**src/rtl/comparator_seq_pkg.sv**
```systemverilog
// -----------------------------------------------------------------------------
// comparator_pkg
// Shared types and helpers for the sequential magnitude comparator.
//   cmp_state_t  : controller states (IDLE -> CMP -> DONE -> IDLE)
//   cmp_result_t : encoded compare outcome, decoded to one-hot flags at the top
//   cnt_width()  : width of the slice counter, never less than one bit
// -----------------------------------------------------------------------------
package comparator_pkg;

    typedef enum logic [1:0] {
        IDLE,
        CMP,
        DONE
    } cmp_state_t;

    typedef enum logic [1:0] {
        CMP_LT = 2'b00,
        CMP_EQ = 2'b01,
        CMP_GT = 2'b10
    } cmp_result_t;

    function automatic int cnt_width(input int nslice);
        return (nslice > 1) ? $clog2(nslice) : 1;
    endfunction

endpackage

```
**src/rtl/comparator_seq_slice.sv**
```systemverilog
// -----------------------------------------------------------------------------
// cmp_slice
// Purely combinational unsigned compare of one CHUNK-bit slice.
//   a, b : slice operands (any sign handling is applied by the caller)
//   gt   : a > b
//   eq   : a == b
// -----------------------------------------------------------------------------
module cmp_slice #(
    parameter int CHUNK = 4
) (
    input  logic [CHUNK-1:0] a,
    input  logic [CHUNK-1:0] b,
    output logic             gt,
    output logic             eq
);

    always_comb begin
        gt = (a > b);
        eq = (a == b);
    end

endmodule

```
**src/rtl/comparator_seq.sv**
```systemverilog
// -----------------------------------------------------------------------------
// comparator_seq
// Multi-cycle WIDTH-bit magnitude comparator, MSB-first, CHUNK bits per cycle,
// unsigned or two's-complement per transaction.
//
// Ports:
//   clk, rst_n            : rising-edge clock, asynchronous active-low reset
//   in_valid / in_ready   : operand handshake (A, B, is_signed captured)
//   out_valid / out_ready : result handshake
//   A_gt_B/A_eq_B/A_lt_B  : one-hot result, held until the next result
//   busy                  : high while comparing or holding a result
//
// Build option:
//   CMP_EARLY_EXIT_EN     : leave CMP on the first unequal slice instead of
//                           always spending NSLICE cycles (results identical)
// -----------------------------------------------------------------------------
module comparator_seq
    import comparator_pkg::*;
#(
    parameter int WIDTH = 16,
    parameter int CHUNK = 4
) (
    input  logic             clk,
    input  logic             rst_n,
    input  logic             in_valid,
    output logic             in_ready,
    input  logic [WIDTH-1:0] A,
    input  logic [WIDTH-1:0] B,
    input  logic             is_signed,
    output logic             out_valid,
    input  logic             out_ready,
    output logic             A_gt_B,
    output logic             A_eq_B,
    output logic             A_lt_B,
    output logic             busy
);

    localparam int NSLICE = WIDTH / CHUNK;
    localparam int CW     = cnt_width(NSLICE);

    generate
        if (CHUNK < 1 || WIDTH < CHUNK || (WIDTH % CHUNK) != 0) begin : g_param_check
            $error("comparator_seq: WIDTH must be a positive multiple of CHUNK");
        end
    endgenerate

    cmp_state_t      state_q, state_d;
    logic [WIDTH-1:0] a_q, b_q;
    logic            signed_q;
    logic [CW-1:0]   cnt_q;
    logic            decided_q;
    logic            gt_q, lt_q;
    logic            flag_gt_q, flag_eq_q, flag_lt_q;

    logic [CHUNK-1:0] slice_a, slice_b;
    logic            s_gt, s_eq;
    logic            run_gt, run_lt;
    logic            last_slice;
    logic            cmp_exit;
    cmp_result_t     res;

    // Operand registers shift left by CHUNK each CMP cycle, so the slice
    // under test is always the top CHUNK bits. Signed compare inverts both
    // sign bits on slice 0, turning two's-complement into offset-binary.
    always_comb begin
        slice_a = a_q[WIDTH-1 -: CHUNK];
        slice_b = b_q[WIDTH-1 -: CHUNK];
        if (signed_q && cnt_q == '0) begin
            slice_a[CHUNK-1] = ~slice_a[CHUNK-1];
            slice_b[CHUNK-1] = ~slice_b[CHUNK-1];
        end
    end

    cmp_slice #(
        .CHUNK(CHUNK)
    ) u_slice (
        .a  (slice_a),
        .b  (slice_b),
        .gt (s_gt),
        .eq (s_eq)
    );

    // A decision made on an earlier slice is sticky.
    always_comb begin
        run_gt     = decided_q ? gt_q : s_gt;
        run_lt     = decided_q ? lt_q : (!s_gt && !s_eq);
        last_slice = (cnt_q == CW'(NSLICE - 1));
        if (run_gt) begin
            res = CMP_GT;
        end else if (run_lt) begin
            res = CMP_LT;
        end else begin
            res = CMP_EQ;
        end
`ifdef CMP_EARLY_EXIT_EN
        cmp_exit = last_slice || !s_eq;
`else
        cmp_exit = last_slice;
`endif
    end

    always_comb begin
        state_d = state_q;
        case (state_q)
            IDLE:    if (in_valid)  state_d = CMP;
            CMP:     if (cmp_exit)  state_d = DONE;
            DONE:    if (out_ready) state_d = IDLE;
            default:                state_d = IDLE;
        endcase
    end

    always_ff @(posedge clk or negedge rst_n) begin
        if (!rst_n) begin
            state_q <= IDLE;
        end else begin
            state_q <= state_d;
        end
    end

    always_ff @(posedge clk or negedge rst_n) begin
        if (!rst_n) begin
            a_q       <= '0;
            b_q       <= '0;
            signed_q  <= 1'b0;
            cnt_q     <= '0;
            decided_q <= 1'b0;
            gt_q      <= 1'b0;
            lt_q      <= 1'b0;
            flag_gt_q <= 1'b0;
            flag_eq_q <= 1'b0;
            flag_lt_q <= 1'b0;
        end else begin
            case (state_q)
                IDLE: begin
                    if (in_valid) begin
                        a_q       <= A;
                        b_q       <= B;
                        signed_q  <= is_signed;
                        cnt_q     <= '0;
                        decided_q <= 1'b0;
                        gt_q      <= 1'b0;
                        lt_q      <= 1'b0;
                    end
                end
                CMP: begin
                    a_q       <= a_q << CHUNK;
                    b_q       <= b_q << CHUNK;
                    cnt_q     <= cnt_q + CW'(1);
                    decided_q <= decided_q | !s_eq;
                    gt_q      <= run_gt;
                    lt_q      <= run_lt;
                    if (cmp_exit) begin
                        flag_gt_q <= (res == CMP_GT);
                        flag_eq_q <= (res == CMP_EQ);
                        flag_lt_q <= (res == CMP_LT);
                    end
                end
                default: ;
            endcase
        end
    end

    assign in_ready  = (state_q == IDLE);
    assign out_valid = (state_q == DONE);
    assign busy      = (state_q != IDLE);
    assign A_gt_B    = flag_gt_q;
    assign A_eq_B    = flag_eq_q;
    assign A_lt_B    = flag_lt_q;

endmodule

```
**config.mk**
```make
export PLATFORM = sky130hd
export DESIGN_NAME = comparator_seq
export DESIGN_NICKNAME = d
export VERILOG_FILES = /design/src/rtl/comparator_seq_pkg.sv /design/src/rtl/comparator_seq_slice.sv /design/src/rtl/comparator_seq.sv
export SDC_FILE = /design/constraint.sdc
export NUM_CORES = 1
export LEC_CHECK = 0
export BUFFER_PORTS_ARGS = -buffer_cell sky130_fd_sc_hd__buf_2
export CAP_MARGIN = 20
export CORE_UTILIZATION = 28
export DETAILED_ROUTE_END_ITERATION = 7
export PLACE_DENSITY_LB_ADDON = 0.25
export SLEW_MARGIN = 20
export SYNTH_ARGS = -nofsm -noshare
export SYNTH_HDL_FRONTEND = slang
export SYNTH_SLANG_ARGS = --single-unit
export TNS_END_PERCENT = 10
```
**constraint.sdc**
```tcl
create_clock -name clk -period 1.59 [get_ports clk]
set_input_delay 0.3975 -clock clk [delete_from_list [all_inputs] [get_ports clk]]
set_output_delay 0.3975 -clock clk [all_outputs]
set_load 0.01 [all_outputs]
```
==> run metrics, run 1 <==
outcome=finished, violations left; Critical Path RT=1780 ps; # IOs=43; Final #Nets=300; routed len/inst=13.5 um; chip width=roughly 85 um; Initial Util=0.289; Yosys top cell by area=dfrtp_1; RSZ-0062 raised after global routing=yes; Sequential Power Share=0.359; Post-CTS Hold Fix Bufs=0; CTS Buf Count=5; RD Place Congestion=approximately 0.7; count of cell types in the netlist=30; TritonCTS Sinks=43; critical path arrival=approximately 1800 ps; clock network power share=0.147; post-DP HPWL=3080 um; H-tree levels=2; Max clock buf depth=2; Yosys warning total=0; CTS Root Buffer Type=clkbuf_8; Worst-path clk slew=approximately 80 ps; Setup crit end kind=register; Slew Limit Fails=0; Cells after Synth=around 210; combinational fraction of design power=0.495; Final Setup Violations=1; Avg Synthesized Cell Area=9.34 um^2; row count=30; fin crit period=around 1700 ps; initial antenna violation count=0; Clock Skew=approximately 5.8 ps; ANT nets after route=0; TritonCTS clock tree=built; Die Y=85.5 um; critical path class=register to register; Slew headroom=0.775; Design Power=0.00539 W; Synth area leaders=dfrtp_1 (55%), nor2_1 (8.7%), o22ai_1 (7.7%); Sw Ratio=0.402; Mapped Area=between 1500 and 2000 um^2; Period Utilization, post-route=1.04; Synth top area share=0.551; max-cap violations=0; area of the core=about 6800 um^2; pwr/cell area=roughly 2200 nW/um^2; GRT overflow=0; syn nets=between 200 and 300; DRT Pass-1 Iters=4; layout cells sized above 1=0.270; switching component of the power=about 0.0022 W; Final Hold Vio Count=0; setup ws final=-62.0 ps; final wirelength=roughly 4600 um; Seq/Total Area, Yosys=0.551; Fmax achieved=roughly 610 MHz; filler cell count=roughly 730; Pint=between 0.003 and 0.004 W; DR vias=~1600; crit path launch type=register; PortBufs=42; largest net degree at the start of global routing=44; GRT Total Usage=0.141; first-pass GRT wire length=7940 um; maximum VDD drop=between 0.5 and 0.6 mV; setup TNS=-62.0 ps; LEAKAGE=about 1.2 nW; failing checks=negative setup slack; Seq cells post-synth=43; worst skew pair latency=300 ps; Residual DRC=0; Die Footprint=7310 um^2; area grow syn2layout=25.2%; via count of the first global-routing pass=between 1500 and 2000; Tightest Pin Transition=between 300 and 400 ps; Crit Path Max Fanout=2; Via density=just under 5; HP Class=input port to async pin; ANT cells=0; Hold Slack=about 57 ps; drt initial violations=just over 80
==> repair_timing <==
item,4_1_cts,5_1_grt
gates resized for setup,2,0
endpoints found under the setup margin,3,4
setup buffers,2,0
pin swaps,0,0
==> worst max-delay path, stage by stage, from the launching register on <==
cell,delay (ps)
dfrtp_1,380
inv_2,70
ha_4,200
nor2b_4,130
o21ai_4,130
a21oi_2,80
o32a_1,300
a32o_1,250
==> through the flow <==
stage | cell area (um^2) | utilization | cells | setup slack [ps]
floorplan | 1950 | - | 209 | -14.0
global placement | 2310 | 0.342 | 329 | -51.5
detailed placement | 2310 | 0.342 | 329 | -90.2
CTS | 2440 | 0.362 | 339 | -67.9
global route | 2440 | 0.362 | 339 | -147
finish | 2440 | 0.362 | 339 | -62.0
==> flip-flops by register name, indices dropped and copies added, names as in the netlist <==
signal	count
gt_q	1
A_gt_B	1
a_q	16
state_q	2
cnt_q	2
signed_q	1
lt_q	1
A_lt_B	1
b_q	16
decided_q	1
A_eq_B	1
==> synth_stat cells <==
cell	number
nor3_2	1
o21ai_0	3
o22ai_1	24
a31oi_1	3
a32o_1	2
inv_1	8
ha_1	5
a21oi_2	1
nand2_1	29
o31ai_1	1
nor4bb_1	1
a21oi_1	3
nor2_1	45
o32a_1	1
nor2b_1	1
clkbuf_1	2
nor2b_4	1
o21ai_1	4
o21ai_4	1
buf_2	8
buf_4	2
nor2_2	1
dfrtp_1	43
nand2_2	1
and2_1	1
nand3_1	10
o32ai_1	1
and2b_1	2
mux2i_1	1
nand2b_1	3
==> layer usage <==
layer	GRT usage	vias up	share of wire
met1	0.186	778	0.47
met5	0	-	0
met3	0.0395	6	0.049
met2	0.224	44	0.47
met4	0.0500	0	0.012
li1	-	810	-
==> cells by family (layout without fill, tap and decap cells) <==
family | Yosys count | count (layout) | synth area share
AND/OR/NAND/NOR | 96 | 96 | 0.215
AO/OA/AOI/OAI | 44 | 44 | 0.149
flip-flops | 43 | 43 | 0.551
buffers and inverters | 20 | 70 | 0.0474
adder cells (fa/ha/maj) | 5 | 5 | 0.0321
multiplexers | 1 | 1 | 0.00513
==> path summary, 6_finish.rpt <==
| kind | to | depth (start not counted) | from | slack (ps) |
|---|---|---|---|---|
| min | A_eq_B | 2 | rst_n | 60 |
| min reg2reg | signed_q | 2 | signed_q | 490 |
| max | gt_q | 7 | b_q[13] | -60 |
| min in group clk | b_q[2] | 3 | B[2] | 280 |
| max in group asynchronous | a_q[5] | 2 | rst_n | 1310 |
| max reg2reg | gt_q | 7 | b_q[13] | -60 |
==> cell type report <==
| cell class | instances | area (um^2) | share of cell area |
|---|---|---|---|
| clock buffer | 7 | 96.3 | 0.0394 |
| clock inverter | 1 | 7.51 | 0.00307 |
| inverter | 8 | 30.0 | 0.0123 |
| multi-input combinational | 146 | 796 | 0.326 |
| sequential | 43 | 1080 | 0.440 |
| tap | 80 | 100 | 0.0410 |
| timing repair buffer | 54 | 338 | 0.138 |
==> placed cells by master (no fill, tap or decap), types with 2 or more instances in the layout <==
cell type  Yosys  routed
a21oi_1        3       3
a31oi_1        3       3
a32o_1         2       2
and2b_1        2       2
buf_12         0       3
buf_2          8      42
buf_4          2       9
clkbuf_8       0       7
dfrtp_1       43      43
ha_1           5       4
inv_1          8       7
nand2_1       29      29
nand2b_1       3       3
nand3_1       10      10
nor2_1        45      45
o21ai_0        3       3
o21ai_1        4       4
o22ai_1       24      24
==> power groups by stage <==
stage	Sequential [W]	Combinational, W	Clock (W)
after detailed placement	0.00195	0.00262	0
final	0.00193	0.00267	0.000790
after global routing	0.00201	0.00305	0.000862
after floorplan	0.00189	0.00189	0
after CTS	0.00193	0.00271	0.000808
after global placement	0.00194	0.00258	0
No activity file was read; power rests on OpenSTA's default activity.
==> inputs of run 2 (changes only) <==
==> constraint.sdc (replaced) <==
create_clock -name clk -period 1.4 [get_ports clk]
set_input_delay 0.35 -clock clk [delete_from_list [all_inputs] [get_ports clk]]
set_output_delay 0.35 -clock clk [all_outputs]
set_load 0.01 [all_outputs]
==> run 2 against run 1 <==
The run still ends with negative setup slack left; utilization up 1.0 points; total power up 18%; count of clock-buffer cells in the layout shrank 2; sequential share of layout area decreased by 1.2 points; routed wire length down 0.50%; global-route usage decreased by 1.2 points; critical path depth is 1 lower; flip-flop and latch count did not move; combinational power rose by 19%; clock power is 24% higher; via count is 1.4% lower; hold slack worse by 33 ps; critical endpoint unchanged; largest cell class unchanged; largest power group unchanged.
==> run metrics, run 2 (synthesis gave the netlist of run 1 again) <==
outcome=finished, violations left; failing checks=negative setup slack; H-tree levels=2 (unchanged); Placement Cell Area=2340 um^2 (+1.3%); RSZ-0062 raised after global routing=yes; post-DP HPWL=3110 um (+1.2%); Critical Path RT=1580 ps (-200 ps); Final Cell Area=2510 um^2 (+2.8%); Tightest Pin Transition=375 ps (+37.4 ps); Crit Path Max Fanout=2 (unchanged); Setup crit end kind=register; setup ws final=-250 ps (-188 ps); Max clock buf depth=2 (unchanged); Pint=0.00386 W (+20%); Die Footprint=7310 um^2 (unchanged); Post-CTS Hold Fix Bufs=0 (unchanged); Fmax achieved=606 MHz (+0.10%); DR vias=1615 (-1.4%); area grow syn2layout=28.7%; crit path launch type=register; ANT nets after route=0 (unchanged); combinational fraction of design power=0.499 (+0.004); Setup crit start=a_q[13]; Clock Skew=4.62 ps (-1.23 ps); TritonCTS Sinks=43 (unchanged); worst skew pair latency=290 ps (about the same); # IOs=43 (unchanged); LEAKAGE=1.23 nW (+2.6%); DRT Pass-1 Iters=4 (unchanged); Crit-path slowest cell=dfrtp_1; worst r2r src=a_q[13]; initial antenna violation count=0 (unchanged); Via density=4.71 (-2.6%); RD Place Congestion=0.714 (-0.97%); HP Class=input port to async pin; via count of the first global-routing pass=1568 (-5.5%); cell-by-cell trace of the critical path=ha_4, nor2b_4, o21ai_4, a21oi_2, o32a_1, a32o_1; CTS Buf Count=5 (unchanged); CTS Root Buffer Type=clkbuf_8; final wirelength=4540 um (-0.50%); clock network power share=0.154 (+0.007); first-pass GRT wire length=7360 um (-7.3%); Slew headroom=0.750 (-0.0250); Final Setup Violations=5 (+4); TritonCTS clock tree=built; Final #Nets=304 (+1.3%); routed len/inst=13.2 um (-1.7%); PortBufs=42 (unchanged); pwr/cell area=2530 nW/um^2 (+15%); area of the core=6760 um^2 (unchanged); Final Util=0.372 (+0.0102); CP max stage delay=430 ps (+50 ps); commonest non-fill, non-tap cell in the layout=nor2_1; row count=30 (unchanged); max-cap violations=0 (unchanged); commonest non-fill, non-tap cells in the layout=nor2_1 (45), dfrtp_1 (43), buf_2 (42), nand2_1 (28), o22ai_1 (23); Worst-path clk slew=80 ps (about the same); drt initial violations=66 (-20%); Sequential Power Share=0.348 (-0.011); largest net degree at the start of global routing=44 (unchanged); filler cell count=720 (-1.1%); GRT overflow=0 (unchanged); chip width=85.5 um (unchanged); Die Y=85.5 um (unchanged); Hold Slack=23.9 ps (-32.6 ps); switching component of the power=0.00250 W (+15%); critical path arrival=1830 ps (about the same); layout cells sized above 1=0.293 (+0.0225); Period Utilization, post-route=1.18 (+0.140); Sw Ratio=0.393 (-0.00925); GRT Total Usage=0.129 (-0.0120); critical path class=register to register; Residual DRC=0 (unchanged); ANT cells=0 (unchanged); Slew Limit Fails=0 (unchanged); Final Hold Vio Count=0 (unchanged); biggest regs=a_q: 16 flops, b_q: 16 flops; Initial Util=0.289 (unchanged); maximum VDD drop=0.834 mV (+43%); fin crit period=1650 ps (-1.70 ps)
## run 2: cell count changes in the layout (fill, tap and decap cells not counted), sizes merged
| cell | change |
|---|---|
| buf | +4 |
| bufinv | +1 |
| clkbuf | -2 |
| clkinv | +2 |
| clkinvlp | -1 |
## run 2: path summary, 6_finish.rpt
kind | to | slack [ps] | depth (start not counted)
hold reg to reg | A_eq_B | 490 | 2
max in group asynchronous | b_q[15] | 1170 | 2
setup reg to reg | gt_q | -250 | 6
setup / recovery | gt_q | -250 | 6
min in group clk | a_q[1] | 240 | 3
hold / removal | b_q[9] | 20 | 2
## run 2: area by class of cell
cell class,instances,area (um^2),area share
inverters,8,30.0,0.0120
flip-flops and latches,43,1080,0.428
well taps,80,100,0.0398
multi-input cells,146,822,0.327
clock buffers,5,68.8,0.0274
repair buffers,58,372,0.148
clock inverters,3,43.8,0.0174
## run 2: through the flow
stage          worst slack, ps  setup TNS [ps]  power [W]  std cells
6_report                  -250            -759    0.00636        343
5_1_grt                   -308           -1200    0.00693        343
4_1_cts                   -249            -717    0.00633        343
3_5_place_dp              -304            -912    0.00525        333
3_3_place_gp              -244            -662    0.00518        333
2_1_floorplan             -204            -370    0.00429        209
## run 2: power groups by stage
stage          Clock (W)  Combinational (W)  Sequential, W
2_1_floorplan          0            0.00215        0.00215
3_3_place_gp           0            0.00298        0.00220
3_5_place_dp           0            0.00304        0.00221
4_1_cts          0.00100            0.00313        0.00220
5_1_grt          0.00105            0.00358        0.00230
6_report        0.000977            0.00317        0.00221
## run 2: repair_timing
item	4_1_cts	5_1_grt
pin swaps	0	0
gates resized for setup	2	5
setup endpoints to repair	6	33
buffers inserted	2	0
gates cloned	0	0
## run 2: layer usage
| metal | vias to the layer above | wire length [um] | track usage |
|---|---|---|---|
| met5 | - | 0 | 0 |
| met4 | 0 | 29 | 0.0364 |
| li1 | 819 | - | - |
| met1 | 764 | 2190 | 0.176 |
| met3 | 4 | 175 | 0.0318 |
| met2 | 28 | 2140 | 0.206 |
## run 2: worst max-delay path, delay by kind of cell, from the launching register on
kind / cells / cell delay [ps]
and+or+nand+nor: 1 / 130
AOI/OAI and AO/OA: 4 / 760
DFF: 1 / 430
adders and majority gates: 1 / 230
